### config.mk
export PLATFORM = sky130hd
export DESIGN_NAME = ireg_wb_sched
export DESIGN_NICKNAME = d
export VERILOG_FILES = /design/src/rtl/ireg_wb_sched.sv
export SDC_FILE = /design/constraint.sdc
export NUM_CORES = 1
export LEC_CHECK = 0
export CELL_PAD_IN_SITES_DETAIL_PLACEMENT = 1
export CELL_PAD_IN_SITES_GLOBAL_PLACEMENT = 1
export CORE_MARGIN = 2
export CORE_UTILIZATION = 37
export CTS_CLUSTER_DIAMETER = 80
export DETAILED_ROUTE_END_ITERATION = 16
export HOLD_SLACK_MARGIN = 0.12
export PLACE_DENSITY_LB_ADDON = 0.1
export SYNTH_ARGS = -nofsm -noshare
export SYNTH_HDL_FRONTEND = slang
export SYNTH_SLANG_ARGS = --single-unit
### constraint.sdc
create_clock -name clk -period 8.3 [get_ports clk]
set_input_delay 1.66 -clock clk [delete_from_list [all_inputs] [get_ports clk]]
set_output_delay 1.66 -clock clk [all_outputs]
set_load 0.005 [all_outputs]
### src/rtl/ireg_wb_sched.sv
// Integer register-file write-port scheduler and long-latency scoreboard.
// Arbitrates ALU vs long unit onto one registered write port; stalls decode on hazards.
module ireg_wb_sched #(
    parameter int MAX_OUTST = 4,
    parameter int MAX_WAIT  = 3
) (
    input  logic        clk,
    input  logic        rst_n,
    input  logic        dec_v,
    input  logic [4:0]  dec_rs1,
    input  logic [4:0]  dec_rs2,
    input  logic [4:0]  dec_rd,
    input  logic        dec_rd_v,
    input  logic        dec_long,
    output logic        stall,
    input  logic        alu_v,
    input  logic [4:0]  alu_rd,
    input  logic [31:0] alu_data,
    output logic        alu_hold,
    input  logic        lu_v,
    input  logic [4:0]  lu_rd,
    input  logic [31:0] lu_data,
    output logic        lu_ready,
    output logic        wr_v,
    output logic [4:0]  wr_rd,
    output logic [31:0] wr_data,
    output logic [31:0] busy,
    output logic        err
);

    localparam int CW = $clog2(MAX_OUTST + 1);
    localparam int WW = $clog2(MAX_WAIT + 1);

    logic [CW-1:0] cnt;
    logic [WW-1:0] wcnt;
    logic          full;
    logic          force_lu;
    logic          issue;
    logic          alu_acc;
    logic          lu_xfer;
    logic [31:0]   set_vec;
    logic [31:0]   clr_vec;
    logic [31:0]   busy_nxt;
    logic          wsel_v;
    logic [4:0]    wsel_rd;
    logic [31:0]   wsel_data;

    function automatic logic haz(input logic [4:0] r, input logic [31:0] b);
        return (r != 5'd0) && b[r];
    endfunction

    // Hazard detection and write-port arbitration
    always_comb begin
        full     = (cnt == CW'(MAX_OUTST));
        force_lu = lu_v & (wcnt == WW'(MAX_WAIT));
        stall    = dec_v & (haz(dec_rs1, busy) | haz(dec_rs2, busy)
                 | (dec_rd_v & haz(dec_rd, busy)) | (dec_long & full));
        issue    = dec_v & ~stall & dec_long;
        alu_hold = alu_v & force_lu;
        lu_ready = ~alu_v | force_lu;
        alu_acc  = alu_v & ~force_lu;
        lu_xfer  = lu_v & lu_ready;
    end

    // Scoreboard next state: clear on return, set on issue
    always_comb begin
        set_vec = '0;
        clr_vec = '0;
        if (lu_xfer)
            clr_vec[lu_rd] = 1'b1;
        if (issue && dec_rd_v)
            set_vec[dec_rd] = 1'b1;
        busy_nxt    = (busy & ~clr_vec) | set_vec;
        busy_nxt[0] = 1'b0;
    end

    // Select the accepted writer for the registered write port
    always_comb begin
        wsel_v    = 1'b0;
        wsel_rd   = wr_rd;
        wsel_data = wr_data;
        unique case (1'b1)
            alu_acc: begin
                wsel_v    = (alu_rd != 5'd0);
                wsel_rd   = alu_rd;
                wsel_data = alu_data;
            end
            lu_xfer: begin
                wsel_v    = (lu_rd != 5'd0);
                wsel_rd   = lu_rd;
                wsel_data = lu_data;
            end
            default: ;
        endcase
    end

    // Scoreboard, outstanding counter and sticky error
    always_ff @(posedge clk or negedge rst_n) begin
        if (!rst_n) begin
            busy <= '0;
            cnt  <= '0;
            err  <= 1'b0;
        end else begin
            busy <= busy_nxt;
            if (issue && !lu_xfer)
                cnt <= cnt + CW'(1);
            else if (!issue && lu_xfer && cnt != '0)
                cnt <= cnt - CW'(1);
            if (lu_xfer && lu_rd != 5'd0 && !busy[lu_rd])
                err <= 1'b1;
        end
    end

    // Starvation counter for the long unit
    always_ff @(posedge clk or negedge rst_n) begin
        if (!rst_n)
            wcnt <= '0;
        else if (lu_xfer || !lu_v)
            wcnt <= '0;
        else if (wcnt != WW'(MAX_WAIT))
            wcnt <= wcnt + WW'(1);
    end

    // Registered write port; address/data hold when idle
    always_ff @(posedge clk or negedge rst_n) begin
        if (!rst_n) begin
            wr_v    <= 1'b0;
            wr_rd   <= '0;
            wr_data <= '0;
        end else begin
            wr_v    <= wsel_v;
            wr_rd   <= wsel_rd;
            wr_data <= wsel_data;
        end
    end

endmodule
==> flow_summary.json, run 1 <==
{
  "drt_wl_total_um": 19680,
  "ys_top_cells_by_area": "dfrtp_1 (38%), mux4_2 (9.1%), o21ai_0 (7.2%)",
  "critical-path-max-stage-delay_ns": 0.97,
  "cts_setup_buffers": 0,
  "grt_pass1_wl_um": 30840,
  "endpoint_kind": "output port",
  "report.final.slew_viol_count": 0,
  "hold_start": "wcnt[0]",
  "vias": 5107,
  "synth_async_sr_flop_share_pct": 100.0,
  "cts_resized": 0,
  "via_per_inst": 5.973,
  "crit_buf_inv": 2,
  "r2r_cells": 11,
  "hold_ws_ns": 0.4514,
  "area_growth_pct": 41.86,
  "hpwl_um": 13420,
  "required_ns": 6.64,
  "clock.fmax_ghz": 0.1484,
  "worstMarginPinSlew_ns": 1.163,
  "grt_antenna_before_repair": 0,
  "io_pins": 170,
  "dp_cells": 839,
  "preCtsSetupSlack_ns": 1.575,
  "r2r-end": "cnt[2]",
  "synth_nets": 634,
  "fp-row-count": 42,
  "synth-seq-cells": 75,
  "max_slew_margin_pct": 22.48,
  "multi_input_area_mm2": 0.002856,
  "wl_per_cell_um": 23.02,
  "finish.instance_area_mm2": 0.007034,
  "clk_path_buf_depth": 2,
  "place.gp.congestion": 0.9008,
  "drive_gt1_share_pct": 8.837,
  "holdPathEnd": "wcnt[0]",
  "ys.flop_type": "dfrtp_1",
  "antenna_cells": 0,
  "r2r_start": "busy[15]",
  "numCtsBuffers": 9,
  "crit_path_max_fanout": 32,
  "start_util_pct": 37.59,
  "yosysSeqAreaShare_pct": 37.85,
  "grt_pass1_vias": 5356,
  "cts_root_buf": "clkbuf_16",
  "drt-pass1-iter-count": 5,
  "r2r_slack_ns": 4.62,
  "cts_tree": "built",
  "synth.distinct_cells": 53,
  "setup_tns_ns": 0,
  "die_x_um": 119.8,
  "rsz0062_at_grt": "false",
  "grt_use_total_pct": 27.95,
  "drc": 0,
  "cts_hold_buf": 0,
  "clkSinkCount": 75,
  "layoutNonFillerInstCount": 855,
  "final_hold_viol_count": 0,
  "status": "finished, final reports clean",
  "fin_nets": 772,
  "maxCapViolCount": 0,
  "path_clk_slew_ns": 0.06,
  "coreArea_mm2": 0.01319,
  "setup.worst_path.start_class": "primary input",
  "fillers": 1507,
  "crit_chain": "clkdlybuf4s50_1 -> mux2_2 -> a2bb2oi_1 -> o211ai_1 -> a2111oi_2 -> or2_2 -> o21bai_4 -> and2_1 -> clkdlybuf4s50_1",
  "gr-total-overflow": 0,
  "synth_edf_count": 0,
  "setup_viol": 0,
  "die_h_um": 119.8,
  "antenna_left": 0,
  "drt_iter0_drc": 440,
  "yosysTopAreaCell": "dfrtp_1",
  "worst_slack_ns": 1.560,
  "hold_depth": 1,
  "port_buffers": 168,
  "clk_latency_ns": 0.34,
  "die_area_mm2": 0.01434,
  "grt_max_degree": 76,
  "ys_warn_count": 0,
  "fin_crit_ns": 6.740,
  "peakVddDrop_v": 0.0001184,
  "cp_slowest_cell": "clkdlybuf4s50_1",
  "synth_area_mm2": 0.004959,
  "path_class": "primary input to output port",
  "placed_area_mm2": 0.006669,
  "fin_skew_ns": 0.004262,
  "hp-class": "register to register",
  "power_density_mw_per_mm2": 187.0,
  "seq_area_mm2": 0.001877,
  "synth_top_area_share_pct": 37.85,
  "cp_common_cell": "clkdlybuf4s50_1",
  "htree_levels": 3,
  "p_leak_nw": 2.729,
  "worstPathArrival_ns": 5.08,
  "post-route-period-util_pct": 81.20,
  "syn_inst": 536,
  "cp_top_family": "buffers and inverters",
  "avgSynthCellArea_um2": 9.251
}
## kinds of logic after synthesis
logic type	after synthesis	share of synthesized area, %
XOR/XNOR	1	0.1767
multiplexers	52	16.78
other	1	0.07563
AO/OA/AOI/OAI	196	23.29
buffers and inverters	49	4.542
flip-flops	75	37.85
AND/OR/NAND/NOR	160	16.63
adder cells (fa/ha/maj)	2	0.6560
## synth_stat cells, drive strengths merged, types with 2 or more instances
cell type and instances:
nand3 9, mux2 10, a21oi 67, nor3b 2, nand2 55, nand3b 3
or2 3, or4 2, nand4 2, clkbuf 29, a2bb2oi 2, o41ai 2
nor2 22, nor3 4, a31oi 2, inv 5, and2 3, mux2i 19
o21ai 71, mux4 23, and3 5, a22oi 2, buf 15, nor4 2
dfrtp 75, o2111ai 2, nand2b 39, nand4b 3, o31ai 33, nor2b 4
o22ai 6
## per-layer routing
metal	GRT usage [%]	wire, µm	vias to the layer above
met5	0	0	-
met4	9.044	644	0
met3	6.511	1358	46
met2	46.00	9244	243
met1	36.47	8433	2545
li1	-	-	2273
## worst max-delay path by stage
stage	slack (ns)	to	cells after the start	from
after CTS	1.58	stall	9	dec_rd[0]
final	1.56	stall	9	dec_rd[0]
after floorplan	3.15	stall	9	dec_rd[0]
after global routing	1.38	stall	9	dec_rd[0]
after global placement	1.69	stall	9	dec_rd[0]
after detailed placement	1.58	stall	9	dec_rd[0]
## cells in the final DEF, fill, tap and decap left out, drive strengths merged, types with 3 or more instances in the layout
cell / n
and3: 5
nand2b: 39
a21oi: 67
clkdlybuf4s50: 166
nand3b: 3
clkbuf: 9
mux4: 23
dfrtp: 75
and2: 3
nor2b: 4
inv: 5
nand2: 55
mux2: 10
mux2i: 19
nand4b: 3
or2: 3
bufinv: 4
nor2: 22
o22ai: 6
nor3: 4
nand3: 9
buf: 5
o21ai: 71
o31ai: 33
## where the power goes
part / leakage, nW / internal (mW) / switching, mW
clock: 0.172 / 0.323 / 0.159
combinational: 1.62 / 0.195 / 0.157
sequential: 0.939 / 0.410 / 0.0713
total: 2.73 / 0.929 / 0.387
## sequential cells by signal (all words and copies together) (netlist names)
| register | cells |
|---|---|
| wr_rd | 5 |
| busy | 31 |
| wr_data | 32 |
| err | 1 |
| wcnt | 2 |
| cnt | 3 |
| wr_v | 1 |
## cell type report
| class | instances | share of cell area, % |
|---|---|---|
| clock inverters | 7 | 1.992 |
| well taps | 176 | 3.131 |
| repair buffers | 171 | 24.12 |
| flip-flops and latches | 75 | 26.68 |
| inverters | 5 | 0.2668 |
| multi-input cells | 412 | 40.61 |
| clock buffers | 9 | 3.202 |
## metrics by stage
step	utilization (%)	power, mW
after floorplan	-	0.6376
after global placement	50.56	0.8175
after detailed placement	50.56	0.8324
after CTS	53.33	1.321
after global routing	53.33	1.378
final	53.33	1.315
## worst register-to-register path, cell delays in order (launching register included)
cell and delay [ns]:
dfrtp_1 0.49, mux4_2 0.50, nand3_1 0.09, o211ai_1 0.16, nor4_2 0.44, o31ai_1 0.25, nor2_1 0.35, nand2_1 0.13
fa_1 0.43, or4_1 0.51, a2bb2oi_1 0.15, or3_1 0.11
Note: power is estimated with default switching activity, not from simulation.
==> run 2: changes to the inputs <==
--- a/config.mk
+++ b/config.mk
@@ -8,7 +8,7 @@
 export CELL_PAD_IN_SITES_DETAIL_PLACEMENT = 1
 export CELL_PAD_IN_SITES_GLOBAL_PLACEMENT = 1
 export CORE_MARGIN = 2
-export CORE_UTILIZATION = 37
+export CORE_UTILIZATION = 31
 export CTS_CLUSTER_DIAMETER = 80
 export DETAILED_ROUTE_END_ITERATION = 16
 export HOLD_SLACK_MARGIN = 0.12
==> constraint.sdc (replaced) <==
create_clock -name clk -period 6.1 [get_ports clk]
set_input_delay 1.22 -clock clk [delete_from_list [all_inputs] [get_ports clk]]
set_output_delay 1.22 -clock clk [all_outputs]
set_load 0.005 [all_outputs]
==> run 2 against run 1 <==
Effect of this change:
- hold slack worse by 0.013 ns
- cell count up 5.1%
- via count down 0.69%
- design area up 0.28%
- routed wire length up 1.4%
- clock-buffer cell count up 3
- non-clock buffer count up 4
- combinational power up 36%
- first-iteration DRC count down 30%
- critical path depth down 1
- register-to-register slack worse by 2.2 ns
- core utilization down 8.6 points
==> flow_summary.json, run 2 (synthesis results as in run 1) <==
{
  "hold_ws_ns": 0.4381,
  "drt_iter0_drc": 310,
  "cts_root_buf": "clkbuf_16",
  "worstPathArrival_ns": 4.19,
  "area_growth_pct": 42.27,
  "worstMarginPinSlew_ns": 1.012,
  "final_hold_viol_count": 0,
  "status": "finished, final reports clean",
  "grt_use_total_pct": 23.85,
  "setup_viol": 0,
  "post-route-period-util_pct": 88.61,
  "numCtsBuffers": 9,
  "cts_hold_buf": 0,
  "cts_tree": "built",
  "rsz0062_at_grt": "false",
  "p_leak_nw": 2.729,
  "fin_crit_ns": 5.405,
  "via_per_inst": 5.642,
  "clkSinkCount": 75,
  "drive_gt1_share_pct": 9.224,
  "max_slew_margin_pct": 32.51,
  "crit_path_max_fanout": 9,
  "finish.instance_area_mm2": 0.007054,
  "placed_area_mm2": 0.006749,
  "cts_setup_buffers": 0,
  "power_density_mw_per_mm2": 239.2,
  "hp-class": "register to register",
  "clk_latency_ns": 0.35,
  "layout_commonest_cell": "clkdlybuf4s50_1",
  "htree_levels": 3,
  "p_total_mw": 1.687,
  "setup_tns_ns": 0,
  "port_buffers": 168,
  "fillers": 1824,
  "vias": 5072,
  "clk_path_buf_depth": 2,
  "preCtsSetupSlack_ns": 0.7064,
  "wl_per_cell_um": 22.19,
  "setup.worst_path.start_class": "primary input",
  "fp-row-count": 46,
  "grt_pass1_vias": 5317,
  "largest_reg_flops": 32,
  "grt_antenna_before_repair": 0,
  "fin_skew_ns": 0.008909,
  "largest_registers": "wr_data x32, busy x31, wr_rd x5",
  "die_area_mm2": 0.01702,
  "drc": 0,
  "clock.fmax_ghz": 0.1850,
  "maxCapViolCount": 0,
  "multi_input_area_mm2": 0.002856,
  "hpwl_um": 13910,
  "cts_resized": 0,
  "gr-total-overflow": 0,
  "start_util_pct": 31.44,
  "place.gp.congestion": 0.8867,
  "fin_nets": 776,
  "layout.cells.most_common_list": "clkdlybuf4s50_1 (166), dfrtp_1 (75), o21ai_0 (71), a21oi_1 (67), nand2_1 (55)",
  "antenna_left": 0,
  "drt-pass1-iter-count": 5,
  "path_clk_slew_ns": 0.06,
  "required_ns": 4.88,
  "drt_wl_total_um": 19950,
  "die_h_um": 130.5,
  "die_x_um": 130.5,
  "io_pins": 170,
  "peakVddDrop_v": 0.0001663,
  "coreArea_mm2": 0.01577,
  "antenna_cells": 0,
  "grt_max_degree": 76,
  "path_class": "primary input to output port",
  "worst_slack_ns": 0.6948,
  "grt_pass1_wl_um": 30690,
  "endpoint_kind": "output port",
  "report.final.slew_viol_count": 0,
  "seq_area_mm2": 0.001877,
  "largest_register": "wr_data"
}
## run 2: stage by stage
step	util, %	std cells
floorplan	-	536
global placement	42.80	883
detailed placement	42.80	883
CTS	44.73	899
global route	44.73	899
finish	44.73	899
## run 2: final cells by class
type	count	share of cell area (%)
sequential	75	26.61
tap	216	3.831
timing repair buffer	175	24.48
multi-input combinational	412	40.49
inverter	5	0.2661
clock inverter	4	0.6917
clock buffer	12	3.636
## run 2: critical path, stage by stage
cell and delay [ns]:
clkdlybuf4s50_1 0.77, mux4_1 0.60, mux2_2 0.28, a31oi_1 0.23
nand4b_2 0.23, o21bai_4 0.24, and2_1 0.16, clkdlybuf4s50_1 0.44
## run 2: final timing paths
| kind | from | end | slack, ns | cells past startpoint |
|---|---|---|---|---|
| max in group asynchronous | rst_n | busy[20] | 4.40 | 1 |
| worst min register to register | wcnt[0] | wcnt[0] | 0.44 | 1 |
| worst min-delay path | wcnt[0] | wcnt[0] | 0.44 | 1 |
| min in group asynchronous | rst_n | wr_data[15] | 1.03 | 1 |
| worst max register to register | busy[15] | cnt[2] | 2.44 | 11 |
| worst max-delay path | dec_rs1[0] | stall | 0.69 | 8 |
## run 2: metal layers
| layer | vias to the layer above | GRT usage, % | part of all wire [%] |
|---|---|---|---|
| met5 | - | 0 | 0 |
| met4 | 0 | 9.262 | 3.2 |
| met3 | 45 | 4.805 | 6.0 |
| met2 | 209 | 39.02 | 47 |
| met1 | 2547 | 31.30 | 44 |
| li1 | 2271 | - | - |
## run 2: report_power, final
part	internal [mW]	leakage, nW	switching, mW
logic	0.268	1.64	0.212
clock network	0.339	0.153	0.213
registers	0.558	0.939	0.0986
==> run 3: changes to the inputs <==
--- a/config.mk
+++ b/config.mk
@@ -11,6 +11,7 @@
 export CORE_UTILIZATION = 31
 export CTS_CLUSTER_DIAMETER = 80
 export DETAILED_ROUTE_END_ITERATION = 16
+export GPL_ROUTABILITY_DRIVEN = 0
 export HOLD_SLACK_MARGIN = 0.12
 export PLACE_DENSITY_LB_ADDON = 0.1
 export SYNTH_ARGS = -nofsm -noshare
==> results of run 3 <==
No change in the layout: final DEF, timing and power equal those of run 2.
==> variant, RTL diff (settings of run 3) <==
`wr_data` no longer has a reset.
--- a/src/rtl/ireg_wb_sched.sv
+++ b/src/rtl/ireg_wb_sched.sv
@@ -127,11 +127,13 @@
             wr_v    <= 1'b0;
             wr_rd   <= '0;
-            wr_data <= '0;
         end else begin
             wr_v    <= wsel_v;
             wr_rd   <= wsel_rd;
-            wr_data <= wsel_data;
         end
     end
 
+    always_ff @(posedge clk) begin
+        wr_data <= wsel_data;
+    end
+
 endmodule
Behaviour: not the same (a bounded check fails within 4 cycles, from zero or initial values and one cycle with rst_n low).
==> variant against run 3 <==
Cell area decreased by 4.8%. Combinational power decreased by 11%. Critical path depth decreased by 1. Highest routed layer unchanged. Via count decreased by 14%. Synthesized area decreased by 6.6%. Clock skew decreased by 0.0032 ns. Power about the same. Synthesized cell count decreased by 13%. Sequential share of layout area increased by 3.7 points. Core utilization increased by 1.3 points. Routed wire length decreased by 13%. Sequential cell count unchanged. Setup slack improved by 0.21 ns.
==> variant: results (changes against run 3) <==
<table>
<tr><th>Metric</th><th>Value</th></tr>
<tr><th colspan="2">Run status</th></tr>
<tr><td>Outcome</td><td>completed</td></tr>
<tr><th colspan="2">Layout</th></tr>
<tr><td>Layout cells sized above 1</td><td>9.871% (+0.65 points)</td></tr>
<tr><td>Final-layout fill cell count</td><td>1632 (-11%)</td></tr>
<tr><th colspan="2">Synthesis</th></tr>
<tr><td>Number of enable flip-flop cells after synthesis</td><td>32 (+32)</td></tr>
<tr><td>Proportion of synthesized chip area in sequential cells</td><td>43.99% (+6.1 points)</td></tr>
<tr><td>Ranking of synthesized cells by area</td><td>sky130_fd_sc_hd__dfrtp_1 (23%), sky130_fd_sc_hd__edfxtp_1 (21%), sky130_fd_sc_hd__mux4_2 (9.7%)</td></tr>
<tr><td>FFs w/ async S/R, synth</td><td>57.33% (-43 points)</td></tr>
<tr><td>Syn Area/Cell</td><td>9.980 um^2 (+7.9%)</td></tr>
<tr><td>Count of cell types in the netlist</td><td>54 (+1.9%)</td></tr>
<tr><td>Net count after synthesis</td><td>562 (-11%)</td></tr>
<tr><th colspan="2">Place</th></tr>
<tr><td>Total instance count after detailed placement</td><td>786 (-11%)</td></tr>
<tr><td>Final HPWL DP</td><td>12.48 mm (-10%)</td></tr>
<tr><th colspan="2">STA</th></tr>
<tr><td>Skew final</td><td>0.005689 ns (-0.003220 ns)</td></tr>
<tr><td>Max-slew headroom</td><td>31.28% (-1.2 points)</td></tr>
<tr><td>Final hold slack</td><td>0.4399 ns (+0.001785 ns)</td></tr>
<tr><th colspan="2">Worst setup path</th></tr>
<tr><td>Setup slack, reg-to-reg</td><td>2.75 ns (+0.31 ns)</td></tr>
<tr><td>Cell depth of the worst flop-to-flop path</td><td>10 (-1)</td></tr>
<tr><th colspan="2">Global route</th></tr>
<tr><td>Routing usage on met1</td><td>29.86% (-1.4 points)</td></tr>
<tr><td>Overall fraction of global-route tracks in use</td><td>22.31% (-1.5 points)</td></tr>
<tr><td>Vias in the first global route</td><td>4758 (-11%)</td></tr>
<tr><td>Maximum number of pins on one net before global-route repair</td><td>46 (-39%)</td></tr>
<tr><th colspan="2">Pwr</th></tr>
<tr><td>Max IR drop VDD</td><td>156.6 uV (-5.9%)</td></tr>
<tr><td>Reported clock group power</td><td>0.586 mW (+6.2%)</td></tr>
<tr><th colspan="2">Detailed routing</th></tr>
<tr><td>Wire length after detailed routing</td><td>17.42 mm (-13%)</td></tr>
<tr><td>Iter 0 DRT Violations</td><td>174 (-44%)</td></tr>
<tr><td>Post-DR wirelength/cell</td><td>21.72 um (-2.1%)</td></tr>
<tr><td>Total number of vias</td><td>4383 (-14%)</td></tr>
<tr><td>Number of iterations in the first detailed-routing pass</td><td>4 (-1)</td></tr>
</table>
## variant: cell families after synthesis
family | share of synthesized area, %
fa+ha+maj | 0.7025
mux | 17.32
xor+xnor | 0.1892
flops | 43.99
buf+inv | 4.107
compound gates | 15.35
other cells | 0.08098
simple gates | 18.27
## variant: per-layer routing
layer	share of wire (%)	wire, um	vias up
met2	47	8129	162
met5	0	0	-
met4	2.4	421	0
met1	45	7766	2188
met3	6.3	1105	29
li1	-	-	2004
## variant: layout make-up
type	instances	area, um^2	share of cell area, %
Multi-Input combinational cell	348	2404	35.79
Sequential cell	75	2037	30.33
Timing Repair Buffer	171	1699	25.30
Tap cell	184	230.2	3.428
Clock buffer	9	225.2	3.353
Clock inverter	7	91.34	1.360
Inverter	8	30.03	0.4471
